==> config.mk <==
export PLATFORM = sky130hd
export DESIGN_NAME = score_counter
export DESIGN_NICKNAME = d
export VERILOG_FILES = /design/src/rtl/score_pkg.sv /design/src/rtl/score_counter_bcd_digit.sv /design/src/rtl/score_counter.sv
export SDC_FILE = /design/constraint.sdc
export NUM_CORES = 1
export LEC_CHECK = 0
export CAP_MARGIN = 30
export CORE_ASPECT_RATIO = 2
export CORE_MARGIN = 2
export CORE_UTILIZATION = 30
export CTS_BUF_LIST = sky130_fd_sc_hd__clkbuf_8 sky130_fd_sc_hd__clkbuf_16
export DETAILED_ROUTE_END_ITERATION = 7
export PLACE_DENSITY = 0.52
export SYNTH_ARGS = -nofsm -noshare
export SYNTH_HDL_FRONTEND = slang
export SYNTH_SLANG_ARGS = --single-unit
export TNS_END_PERCENT = 100
==> constraint.sdc <==
create_clock -name clk -period 3.7 [get_ports clk]
set_input_delay 0.925 -clock clk [delete_from_list [all_inputs] [get_ports clk]]
set_output_delay 0.925 -clock clk [all_outputs]
set_load 0.01 [all_outputs]
==> src/rtl/score_pkg.sv <==
// ---------------------------------------------------------------------------
// score_pkg : shared types, constants and glyph helper for score_counter
// Rev 1.0
// ---------------------------------------------------------------------------
`default_nettype none

package score_pkg;

    typedef enum logic [1:0] {
        IDLE = 2'd0,
        RUN  = 2'd1,
        OVER = 2'd2
    } state_t;

    typedef logic [3:0] bcd_digit_t;

    localparam logic [3:0]  BLANK_ADDR = 4'd10;
    localparam logic [15:0] MAX_SCORE  = 16'h9999;

    // Units always shows its value; higher digits blank when they and everything above are zero.
    function automatic logic [3:0] glyph_addr(input logic [15:0] num, input logic [1:0] idx);
        logic [3:0] addr;
        addr = num[3:0];
        case (idx)
            2'd1: addr = (num[15:4]  == 12'd0) ? BLANK_ADDR : num[7:4];
            2'd2: addr = (num[15:8]  == 8'd0)  ? BLANK_ADDR : num[11:8];
            2'd3: addr = (num[15:12] == 4'd0)  ? BLANK_ADDR : num[15:12];
            default: addr = num[3:0];
        endcase
        return addr;
    endfunction

endpackage

`default_nettype wire

==> src/rtl/score_counter_bcd_digit.sv <==
// ---------------------------------------------------------------------------
// bcd_digit : one decade of a BCD counter with clear, increment and carry-out
// Rev 1.0
// ---------------------------------------------------------------------------
`default_nettype none

module bcd_digit
    import score_pkg::*;
(
    input  logic       clk,
    input  logic       rst,
    input  logic       clear,
    input  logic       inc,
    input  logic       enable,
    output bcd_digit_t value,
    output logic       carry
);

    // Carry reflects the requested increment so the parent can veto a wrap via enable.
    assign carry = inc && (value == 4'd9);

    always_ff @(posedge clk or posedge rst) begin
        if (rst) begin
            value <= 4'd0;
        end else if (clear) begin
            value <= 4'd0;
        end else if (inc && enable) begin
            value <= (value == 4'd9) ? 4'd0 : value + 4'd1;
        end
    end

endmodule

`default_nettype wire

==> src/rtl/score_counter.sv <==
// ---------------------------------------------------------------------------
// score_counter : game score with prescaled frame ticks, high score and digit mux
// Rev 1.0
// ---------------------------------------------------------------------------
`default_nettype none

module score_counter
    import score_pkg::*;
#(
    parameter int TICKS_PER_POINT = 6
) (
    input  logic        clk,
    input  logic        rst,
    input  logic        tick,
    input  logic        game_start,
    input  logic        game_over,
    input  logic [2:0]  digit_sel,
    output logic [3:0]  digit_addr,
    output logic [15:0] score_bcd,
    output logic [15:0] hi_bcd,
    output logic        running,
    output logic        milestone
);

    localparam logic [7:0] LAST_TICK = 8'(TICKS_PER_POINT - 1);

    state_t      state;
    logic [7:0]  prescaler;
    logic [15:0] score;
    logic [3:0]  inc;
    logic [3:0]  carry;
    logic        start_req;
    logic        run_tick;
    logic        point;
    logic        score_step;

    assign start_req = (state != RUN) && game_start;
    assign run_tick  = (state == RUN) && tick && !game_over;
    assign point     = run_tick && (prescaler == LAST_TICK);

    // A carry out of the thousands means 9999: freeze every digit instead of wrapping.
    assign score_step = !carry[3];
    assign inc        = {carry[2:0], point};

    generate
        for (genvar i = 0; i < 4; i++) begin : g_digits
            bcd_digit u_digit (
                .clk    (clk),
                .rst    (rst),
                .clear  (start_req),
                .inc    (inc[i]),
                .enable (score_step),
                .value  (score[4*i +: 4]),
                .carry  (carry[i])
            );
        end
    endgenerate

    assign score_bcd = score;

    always_ff @(posedge clk or posedge rst) begin
        if (rst) begin
            state      <= IDLE;
            running    <= 1'b0;
            prescaler  <= 8'd0;
            hi_bcd     <= 16'h0000;
            milestone  <= 1'b0;
            digit_addr <= 4'd0;
        end else begin
            // Tens carry means the new score ends in 00.
            milestone  <= score_step && carry[1];
            digit_addr <= glyph_addr(digit_sel[2] ? hi_bcd : score, digit_sel[1:0]);

            case (state)
                IDLE, OVER: begin
                    if (game_start) begin
                        state     <= RUN;
                        running   <= 1'b1;
                        prescaler <= 8'd0;
                    end
                end
                RUN: begin
                    if (game_over) begin
                        state   <= OVER;
                        running <= 1'b0;
                        if (score > hi_bcd) begin
                            hi_bcd <= score;
                        end
                    end else if (run_tick) begin
                        prescaler <= point ? 8'd0 : prescaler + 8'd1;
                    end
                end
                default: begin
                    state   <= IDLE;
                    running <= 1'b0;
                end
            endcase
        end
    end

endmodule

`default_nettype wire

==> results.sh, run 1 <==
export IMPL_outcome="finished clean"
export IMPL_viasPerCell=5.51
export IMPL_synth_area_um2=3350
export IMPL_root_buffer="clkbuf_16"
export IMPL_initial_utilization_pct=30.8
export IMPL_wire_per_inst_um=18.7
export IMPL_detail_route_first_pass_iterations=4
export IMPL_die_h_um=153
export IMPL_cts_buffers_inserted=5
export IMPL_ys_warnings_count=0
export IMPL_tightest_slew_ns=0.953
export IMPL_io_buffers=45
export IMPL_synth_top_cells_by_count="dfrtp_1, nand2_1, inv_1"
export IMPL_hp_start="prescaler[1]$_DFFE_PP0P_"
export IMPL_reg2reg_setup_slack_ns=0.81
export IMPL_crit_chain="inv_1 > ha_1 > nand4_4 > nor4_4 > o21ai_2 > and3_1 > o311ai_1"
export IMPL_hold_viol=0
export IMPL_finalCritPeriodShare_pct=78.0
export IMPL_drtIter0Drc=293
export IMPL_antenna_found_initial=0
export IMPL_cts_tree="yes"
export IMPL_finish_utilization_pct=38.7
export IMPL_ir_drop_v=0.000204
export IMPL_synthDistinctLibCells=57
export IMPL_async_flop_share_pct=100
export IMPL_cts_sinks=47
export IMPL_syn_num_nets=396
export IMPL_hold_path_class="flip-flop to flip-flop"
export IMPL_antenna_left=0
export IMPL_grt_usage_pct=18.1
export IMPL_clk_pin_slew_ns=0.07
export IMPL_grt_pass1_vias=3187
export IMPL_grt_max_degree=36
export IMPL_crit_arrival_ns=3.07
export IMPL_crit_fanout=17
export IMPL_crit_slowest_cell="and3_1"
export IMPL_cp_required_ns=3.88
export IMPL_hold_buffers=0
export IMPL_relSlewSlack_pct=36.5
export IMPL_rsz0062_at_grt="no"
export IMPL_ios=46
export IMPL_drc=0
export IMPL_start_kind="flip-flop"
export IMPL_slowest_delay_ns=0.58
export IMPL_synth_edf_count=0
export IMPL_syn_area_per_cell_um2=9.25
export IMPL_crit_type="flip-flop to flip-flop"
export IMPL_clk_insertion_delay_late_ns=0.30
export IMPL_fmaxAchievable_ghz=0.346
export IMPL_tns_ns=0
export IMPL_clockBufferDepth=2
export IMPL_crit_path_end_kind="flip-flop"
export IMPL_ys_flop_type="dfrtp_1"
export IMPL_p_per_area_nw_per_um2=323
export IMPL_synth_area_leaders="dfrtp_1, ha_1, o311ai_2"
export IMPL_wirelength_um=10400
export IMPL_reg2reg_from="hi_bcd[13]$_DFFE_PP0P_"
export IMPL_critPathBufInv=1
export IMPL_synth_top_area_cell="dfrtp_1"
export IMPL_rows=54
export IMPL_fin_nets=446
export IMPL_fp_dieArea_um2=12100
export IMPL_grt_remaining_overflow=0
export IMPL_post_cts_setup_buffers=0
export IMPL_finalWeightedCongestion=0.853
export IMPL_cp_top_family="simple AND/OR/NAND/NOR gates"
export IMPL_num_vias=3047
export IMPL_ys_seq_area_share_pct=35.1
export IMPL_period_minus_slack_ns=2.89
export IMPL_drive_gt1_share_pct=11.6
export IMPL_die_w_um=78.7
export IMPL_diodes=0
export IMPL_maxCapViolCount=0
export IMPL_critPathLaunch="hi_bcd[13]$_DFFE_PP0P_"
export IMPL_areaGrowthSynthToFinish_pct=25.8
export IMPL_grt_pass1_wl_um=16900
export IMPL_hold_slack_ns=0.543
export IMPL_drv_slew=0
export IMPL_syn_inst=362
export IMPL_cts_resized=0
export IMPL_fin_skew_ns=0.00387
export IMPL_synth_most_common_cell="dfrtp_1"
export IMPL_dpl_hpwl_um=7860
export IMPL_synth_top_area_share_pct=35.1
export IMPL_h_tree_depth=2
export IMPL_leakage_nw=1.96
export IMPL_core_um2=10900
export IMPL_finalSetupViolations=0
export IMPL_synth_seq_cells=47
cells by family (layout without fill, tap and decap cells):
family / after synthesis / count (layout) / synth area share [%]
mux: 11 / 11 / 4.86
buf+inv: 49 / 100 / 6.02
simple gates: 151 / 151 / 25.0
compound gates: 71 / 71 / 17.4
flops: 47 / 47 / 35.1
fa+ha+maj: 26 / 26 / 9.72
xor+xnor: 7 / 7 / 1.83
worst reg2reg max path: stages, from the launching register on:
cell and delay [ns]:
dfrtp_1 0.47, inv_1 0.10, ha_1 0.34, nand4_4 0.15, nor4_4 0.38, o21ai_2 0.31
and3_1 0.58, o311ai_1 0.44
cell usage in the layout (no fill, tap or decap), drive strengths merged, types with 3 or more instances in the layout:
cell,count
nand4,4
o311ai,16
a211oi,4
xnor2,3
a21o,4
o41ai,3
nand3,26
and3,4
inv,34
nor2,19
ha,26
nor3,8
a31oi,3
nor4b,3
dfrtp,47
nand2b,5
xor2,4
o21ai,16
mux4,4
buf,13
clkbuf,5
nand2,43
mux2i,5
or3,6
clkdlybuf4s50,45
nor4,21
a21oi,9
routing by layer:
| layer | vias up | share of wire, % | track usage [%] |
|---|---|---|---|
| li1 | 1439 | - | - |
| met1 | 1502 | 37 | 19.6 |
| met2 | 81 | 55 | 33.2 |
| met3 | 25 | 3.4 | 2.36 |
| met4 | 0 | 4.2 | 9.77 |
| met5 | - | 0 | 0 |
registers in the layout, summed over array words and instances (netlist names):
signal                  flops
hi_bcd                     16
state                       2
prescaler                   8
digit_addr                  4
g_digits.u_digit.value     16
milestone                   1
through the flow:
step | instance area [µm²] | worst slack (ns) | std cells | power [mW]
after floorplan | 3350 | 1.41 | 362 | 0.683
after global placement | 3990 | 0.801 | 544 | 0.751
after detailed placement | 4020 | 0.703 | 545 | 0.764
after CTS | 4210 | 0.772 | 553 | 1.37
after global routing | 4210 | 0.604 | 553 | 1.41
final | 4210 | 0.812 | 553 | 1.36
path summary, 6_finish.rpt:
| check | to | depth (start not counted) |
|---|---|---|
| hold reg to reg | prescaler[1]$_DFFE_PP0P_ | 2 |
| max in group asynchronous | digit_addr[3]$_DFF_PP0_ | 3 |
| hold / removal | prescaler[1]$_DFFE_PP0P_ | 2 |
| setup reg to reg | hi_bcd[10]$_DFFE_PP0P_ | 7 |
| setup / recovery | hi_bcd[10]$_DFFE_PP0P_ | 7 |
| min in group asynchronous | g_digits[2].u_digit.value[1]$_DFFE_PP0P_ | 2 |
layout make-up:
cell class | count | area [µm²]
inverter | 34 | 128
timing repair buffer | 58 | 568
sequential | 47 | 1180
clock inverter | 3 | 67.6
fill | 1095 | 6670
clock buffer | 5 | 125
multi-input combinational | 266 | 1970
tap | 140 | 175
report_power, final:
| group | internal [mW] | switching [mW] |
|---|---|---|
| Sequential | 0.533 | 0.0256 |
| Combinational | 0.0793 | 0.114 |
| Clock | 0.388 | 0.220 |
| Total | 1.00 | 0.360 |
Power figures use the tool's default switching activity.
==> run 2, diff against run 1 <==
clock period = 3 ns   (was 3.7 ns; I/O delays follow)
==> run 2 against run 1 <==
Critical path depth is 1 lower. Via count rose by 0.43%. Clock-buffer cell count did not move. Sequential share of layout area down 0.49 points. Register-to-register slack got worse by 0.22 ns. Die area unchanged. Non-clock buffer count grew 11. Critical path type is now input pin to flip-flop. Critical endpoint is now digit_addr[1]$_DFF_PP0_. Highest routed layer unchanged.
==> results.sh, run 2 (synthesis gave the netlist of run 1 again) <==
export IMPL_viasPerCell=5.43
export IMPL_r2r_end="hi_bcd[13]$_DFFE_PP0P_"
export IMPL_crit_fanout=6
export IMPL_relSlewSlack_pct=62.2
export IMPL_grt_pass1_wl_um=16700
export IMPL_crit_arrival_ns=2.61
export IMPL_r2r_cells=8
export IMPL_slowest_delay_ns=0.59
export IMPL_cp_top_family="compound AO/OA/AOI/OAI gates"
export IMPL_crit_chain="clkdlybuf4s50_1 > or3b_1 > nor3_1 > a2bb2oi_1 > a31oi_1 > o32ai_1"
export IMPL_layout_common_cells="dfrtp_1, clkdlybuf4s50_1, nand2_1"
export IMPL_final_common_cell="dfrtp_1"
export IMPL_num_vias=3060
export IMPL_core_um2=10900
export IMPL_die_h_um=153
export IMPL_hold_buffers=0
export IMPL_crit_path_end="digit_addr[1]$_DFF_PP0_"
export IMPL_post_cts_setup_buffers=0
export IMPL_drtIter0Drc=155
export IMPL_areaGrowthSynthToFinish_pct=28.0
export IMPL_rsz0062_at_grt="no"
export IMPL_period_minus_slack_ns=2.42
export IMPL_tightest_slew_ns=0.567
export IMPL_cts_buffers_inserted=5
export IMPL_maxCapViolCount=0
export IMPL_p_per_area_nw_per_um2=388
export IMPL_clk_pin_slew_ns=0.07
export IMPL_fin_skew_ns=0.00669
export IMPL_grt_pass1_vias=3119
export IMPL_diodes=0
export IMPL_root_buffer="clkbuf_16"
export IMPL_place_ws_ns=0.305
export IMPL_tns_ns=0
export IMPL_hp_start="prescaler[1]$_DFFE_PP0P_"
export IMPL_placed_cell_area_um2=4090
export IMPL_grt_remaining_overflow=0
export IMPL_clockBufferDepth=2
export IMPL_initial_utilization_pct=30.8
export IMPL_start_kind="input pin"
export IMPL_hold_viol=0
export IMPL_leakage_nw=2.00
export IMPL_fp_dieArea_um2=12100
export IMPL_drc=0
export IMPL_finalSetupViolations=0
export IMPL_fmaxAchievable_ghz=0.413
export IMPL_finalWeightedCongestion=0.865
export IMPL_ios=46
export IMPL_fillCellCount=1075
export IMPL_fin_ws_ns=0.581
export IMPL_drive_gt1_share_pct=13.9
export IMPL_crit_type="input pin to flip-flop"
export IMPL_rows=54
export IMPL_finalCritPeriodShare_pct=80.6
export IMPL_fin_nets=457
export IMPL_dpl_hpwl_um=7980
export IMPL_final_cell_area_um2=4280
export IMPL_reg2reg_setup_slack_ns=0.59
export IMPL_critPathBufInv=1
export IMPL_path_depth=6
export IMPL_crit_path_end_kind="flip-flop"
export IMPL_cp_required_ns=3.19
export IMPL_cts_sinks=47
export IMPL_hold_path_class="flip-flop to flip-flop"
export IMPL_ir_drop_v=0.000303
export IMPL_drv_slew=0
export IMPL_io_buffers=45
export IMPL_reg_top3="g_digits.u_digit.value: 16 flops, hi_bcd: 16 flops, prescaler: 8 flops"
export IMPL_wirelength_um=10400
export IMPL_clk_insertion_delay_late_ns=0.30
export IMPL_reg2reg_from="hi_bcd[15]$_DFFE_PP0P_"
export IMPL_grt_usage_pct=18.1
export IMPL_outcome="finished clean"
export IMPL_antenna_found_initial=0
export IMPL_critPathLaunch="digit_sel[2]"
export IMPL_cts_tree="yes"
export IMPL_die_w_um=78.7
export IMPL_crit_slowest_cell="clkdlybuf4s50_1"
export IMPL_detail_route_first_pass_iterations=4
export IMPL_h_tree_depth=2
export IMPL_wire_per_inst_um=18.4
export IMPL_cts_resized=0
export IMPL_antenna_left=0
export IMPL_grt_max_degree=33
## run 2: how the worst min path moves through the flow
stage | endpoint | slack (ns) | cells after the start
2_1_floorplan | prescaler[1]$_DFFE_PP0P_ | 0.49 | 2
3_3_place_gp | prescaler[1]$_DFFE_PP0P_ | 0.54 | 2
3_5_place_dp | prescaler[1]$_DFFE_PP0P_ | 0.53 | 2
4_1_cts | prescaler[1]$_DFFE_PP0P_ | 0.55 | 2
5_1_grt | prescaler[1]$_DFFE_PP0P_ | 0.59 | 2
6_report | prescaler[1]$_DFFE_PP0P_ | 0.54 | 2
## run 2: final cells by class
class,instances,area [µm²],area share [%]
Clock inverter,3,67.6,1.58
Inverter,34,128,2.98
Timing Repair Buffer,69,643,15.0
Sequential cell,47,1180,27.5
Multi-Input combinational cell,266,1970,46.0
Tap cell,140,175,4.09
Clock buffer,5,125,2.92
## run 2: power by group
group / leakage (nW) / switching, mW / internal (mW) / total, mW
clock network: 0.0900 / 0.266 / 0.478 / 0.744
registers: 0.556 / 0.0294 / 0.657 / 0.687
logic: 1.36 / 0.137 / 0.0954 / 0.232
## run 2: per-layer routing
metal	wire (µm)	vias to the layer above	track usage, %
met3	347	19	2.18
li1	-	1463	-
met5	0	-	0
met1	3860	1496	19.4
met2	5800	82	33.5
met4	386	0	9.11
## run 2: worst register-to-register path: stages (launching register included)
cell and delay [ns]:
dfrtp_1 0.47, inv_1 0.13, ha_1 0.37, nand4_4 0.14, nor4_4 0.38, o21ai_2 0.13, and3_1 0.20, buf_4 0.20
o311ai_1 0.30
## run 2: stage by stage
step / std cells / hold slack [ns] / power [mW] / util [%]
2_1_floorplan: 362 / 0.492 / 0.842 / -
3_3_place_gp: 556 / 0.536 / 0.934 / 37.6
3_5_place_dp: 556 / 0.529 / 0.935 / 37.6
4_1_cts: 564 / 0.547 / 1.68 / 39.4
5_1_grt: 564 / 0.586 / 1.73 / 39.4
6_report: 564 / 0.542 / 1.66 / 39.4
==> run 3, diff against run 2 <==
PLACE_DENSITY = 0.54   (was 0.52)
clock period = 2.2 ns   (was 3 ns; I/O delays follow)
==> run 3 against run 2 <==
Final area is 11% higher. Clock power is 2.8% higher. Cell count is 8.0% higher. Wire length is 5.8% higher. Sequential cell count stayed put. Setup slack worse by 0.54 ns. Hold slack worse by 0.091 ns. Via count is 6.9% higher. Non-clock buffer count is 45 higher. Global-route usage is 0.53 points higher. Register-to-register slack worse by 0.55 ns. First-iteration DRC count is 25% higher. Largest power group is now registers.
==> results.sh, run 3 (synthesis gave the netlist of run 1 again) <==
export IMPL_outcome="finished clean"
export IMPL_leakage_nw=2.18
export IMPL_maxCapViolCount=0
export IMPL_grt_max_degree=44
export IMPL_relSlewSlack_pct=68.4
export IMPL_io_buffers=45
export IMPL_finalSetupViolations=0
export IMPL_hold_viol=0
export IMPL_viasPerCell=5.37
export IMPL_grt_usage_pct=18.6
export IMPL_layout_common_cells="buf_4, dfrtp_1, clkdlybuf4s50_1"
export IMPL_wire_per_inst_um=18.1
export IMPL_swShare_pct=28.9
export IMPL_finish_utilization_pct=43.7
export IMPL_internal_power_mw=1.48
export IMPL_fin_nets=502
export IMPL_finalWeightedCongestion=0.880
export IMPL_finalCritPeriodShare_pct=98.2
export IMPL_grt_remaining_overflow=0
export IMPL_crit_path_end_kind="flip-flop"
export IMPL_clkPwrFrac_pct=36.6
export IMPL_root_buffer="clkbuf_16"
export IMPL_start_kind="flip-flop"
export IMPL_tightest_slew_ns=0.462
export IMPL_cp_required_ns=2.40
export IMPL_die_h_um=153
export IMPL_reg_top3="g_digits.u_digit.value: 16 flops, hi_bcd: 16 flops, prescaler: 8 flops"
export IMPL_reg2reg_setup_slack_ns=0.04
export IMPL_cts_tree="yes"
export IMPL_grt_pass1_vias=3354
export IMPL_final_common_cell="buf_4"
export IMPL_slowest_delay_ns=0.44
export IMPL_cts_buffers_inserted=5
export IMPL_crit_arrival_ns=2.36
export IMPL_critPathBufInv=1
export IMPL_wirelength_um=11000
export IMPL_fp_dieArea_um2=12100
export IMPL_crit_slowest_cell="dfrtp_1"
export IMPL_clk_pin_slew_ns=0.07
export IMPL_dpl_hpwl_um=8400
export IMPL_rows=54
export IMPL_hold_slack_ns=0.451
export IMPL_power_share_sequential_pct=44.6
export IMPL_rsz0062_at_grt="yes"
export IMPL_clk_insertion_delay_late_ns=0.30
export IMPL_crit_fanout=6
export IMPL_combPwrFrac_pct=18.8
export IMPL_tns_ns=0
export IMPL_crit_type="flip-flop to flip-flop"
export IMPL_antenna_found_initial=0
export IMPL_ios=46
export IMPL_r2r_cells=7
export IMPL_p_per_area_nw_per_um2=440
export IMPL_num_vias=3271
export IMPL_drive_gt1_share_pct=26.2
export IMPL_power_mw=2.09
export IMPL_crit_path_end="hi_bcd[13]$_DFFE_PP0P_"
export IMPL_detail_route_first_pass_iterations=4
export IMPL_grt_pass1_wl_um=17400
export IMPL_reg2reg_from="g_digits[3].u_digit.value[1]$_DFFE_PP0P_"
export IMPL_antenna_left=0
export IMPL_die_w_um=78.7
export IMPL_crit_chain="ha_4 > nand4_4 > nor4_4 > o21ai_2 > and3_4 > buf_4 > o311ai_2"
export IMPL_diodes=0
export IMPL_fmaxAchievable_ghz=0.463
export IMPL_ir_drop_v=0.000369
export IMPL_p_switching_mw=0.605
export IMPL_cp_top_family="simple AND/OR/NAND/NOR gates"
export IMPL_placed_cell_area_um2=4410
export IMPL_critPathLaunch="g_digits[3].u_digit.value[1]$_DFFE_PP0P_"
export IMPL_drtIter0Drc=194
export IMPL_path_depth=7
export IMPL_hold_buffers=0
export IMPL_cts_sinks=47
export IMPL_r2r_end="hi_bcd[13]$_DFFE_PP0P_"
export IMPL_hold_path_class="input pin to async pin"
export IMPL_areaGrowthSynthToFinish_pct=42.1
export IMPL_fin_skew_ns=0.00868
export IMPL_initial_utilization_pct=30.8
export IMPL_final_cell_area_um2=4750
export IMPL_clockBufferDepth=2
export IMPL_core_um2=10900
export IMPL_h_tree_depth=2
export IMPL_period_minus_slack_ns=2.16
export IMPL_drc=0
export IMPL_drv_slew=0
## run 3: cell count changes in the layout (fill, tap and decap cells not counted), sizes merged
cell / delta
buf: +45
bufinv: -2
clkinv: +3
clkinvlp: -1
## run 3: power groups by stage
stage / Clock (mW) / Sequential, mW / Combinational, mW
3_3_place_gp: 0 / 0.943 / 0.375
2_1_floorplan: 0 / 0.951 / 0.198
3_5_place_dp: 0 / 0.946 / 0.377
6_report: 0.765 / 0.931 / 0.393
4_1_cts: 0.781 / 0.932 / 0.389
5_1_grt: 0.809 / 0.936 / 0.435
## run 3: final cells by class
| cell class | instances | area [µm²] |
|---|---|---|
| timing repair buffer | 114 | 997 |
| fill | 1020 | 6120 |
| sequential | 47 | 1180 |
| inverter | 34 | 128 |
| multi-input combinational | 266 | 2140 |
| clock inverter | 3 | 15.0 |
| tap | 140 | 175 |
| clock buffer | 5 | 125 |
## run 3: what timing repair did
action                     4_1_cts  5_1_grt
hold endpoints to repair         0        0
setup endpoints to repair       12       18
pin swaps                        3        2
resized for setup               12       11
setup buffers                    4        0
## run 3: metrics by stage
| stage | instances | setup slack (ns) |
|---|---|---|
| floorplan | 362 | 0.00593 |
| global placement | 597 | -0.161 |
| detailed placement | 597 | -0.178 |
| CTS | 609 | -0.00129 |
| global route | 609 | -0.0202 |
| finish | 609 | 0.0392 |
## run 3: worst min-delay path by stage
stage,cells past startpoint,to,startpoint,slack (ns)
6_report,2,g_digits[2].u_digit.value[0]$_DFFE_PP0P_,rst,0.45
4_1_cts,2,g_digits[2].u_digit.value[0]$_DFFE_PP0P_,rst,0.45
3_5_place_dp,2,prescaler[1]$_DFFE_PP0P_,prescaler[1]$_DFFE_PP0P_,0.55
5_1_grt,2,g_digits[2].u_digit.value[0]$_DFFE_PP0P_,rst,0.47
3_3_place_gp,2,prescaler[1]$_DFFE_PP0P_,prescaler[1]$_DFFE_PP0P_,0.51
2_1_floorplan,2,prescaler[1]$_DFFE_PP0P_,prescaler[1]$_DFFE_PP0P_,0.49
## run 3: layer usage
layer  vias to the layer above  track usage [%]  share of wire [%]
li1                       1555                -                  -
met1                      1625             19.9                 36
met2                        71             35.7                 58
met3                        20             2.18                2.9
met4                         0             7.35                2.7
met5                         -                0                  0
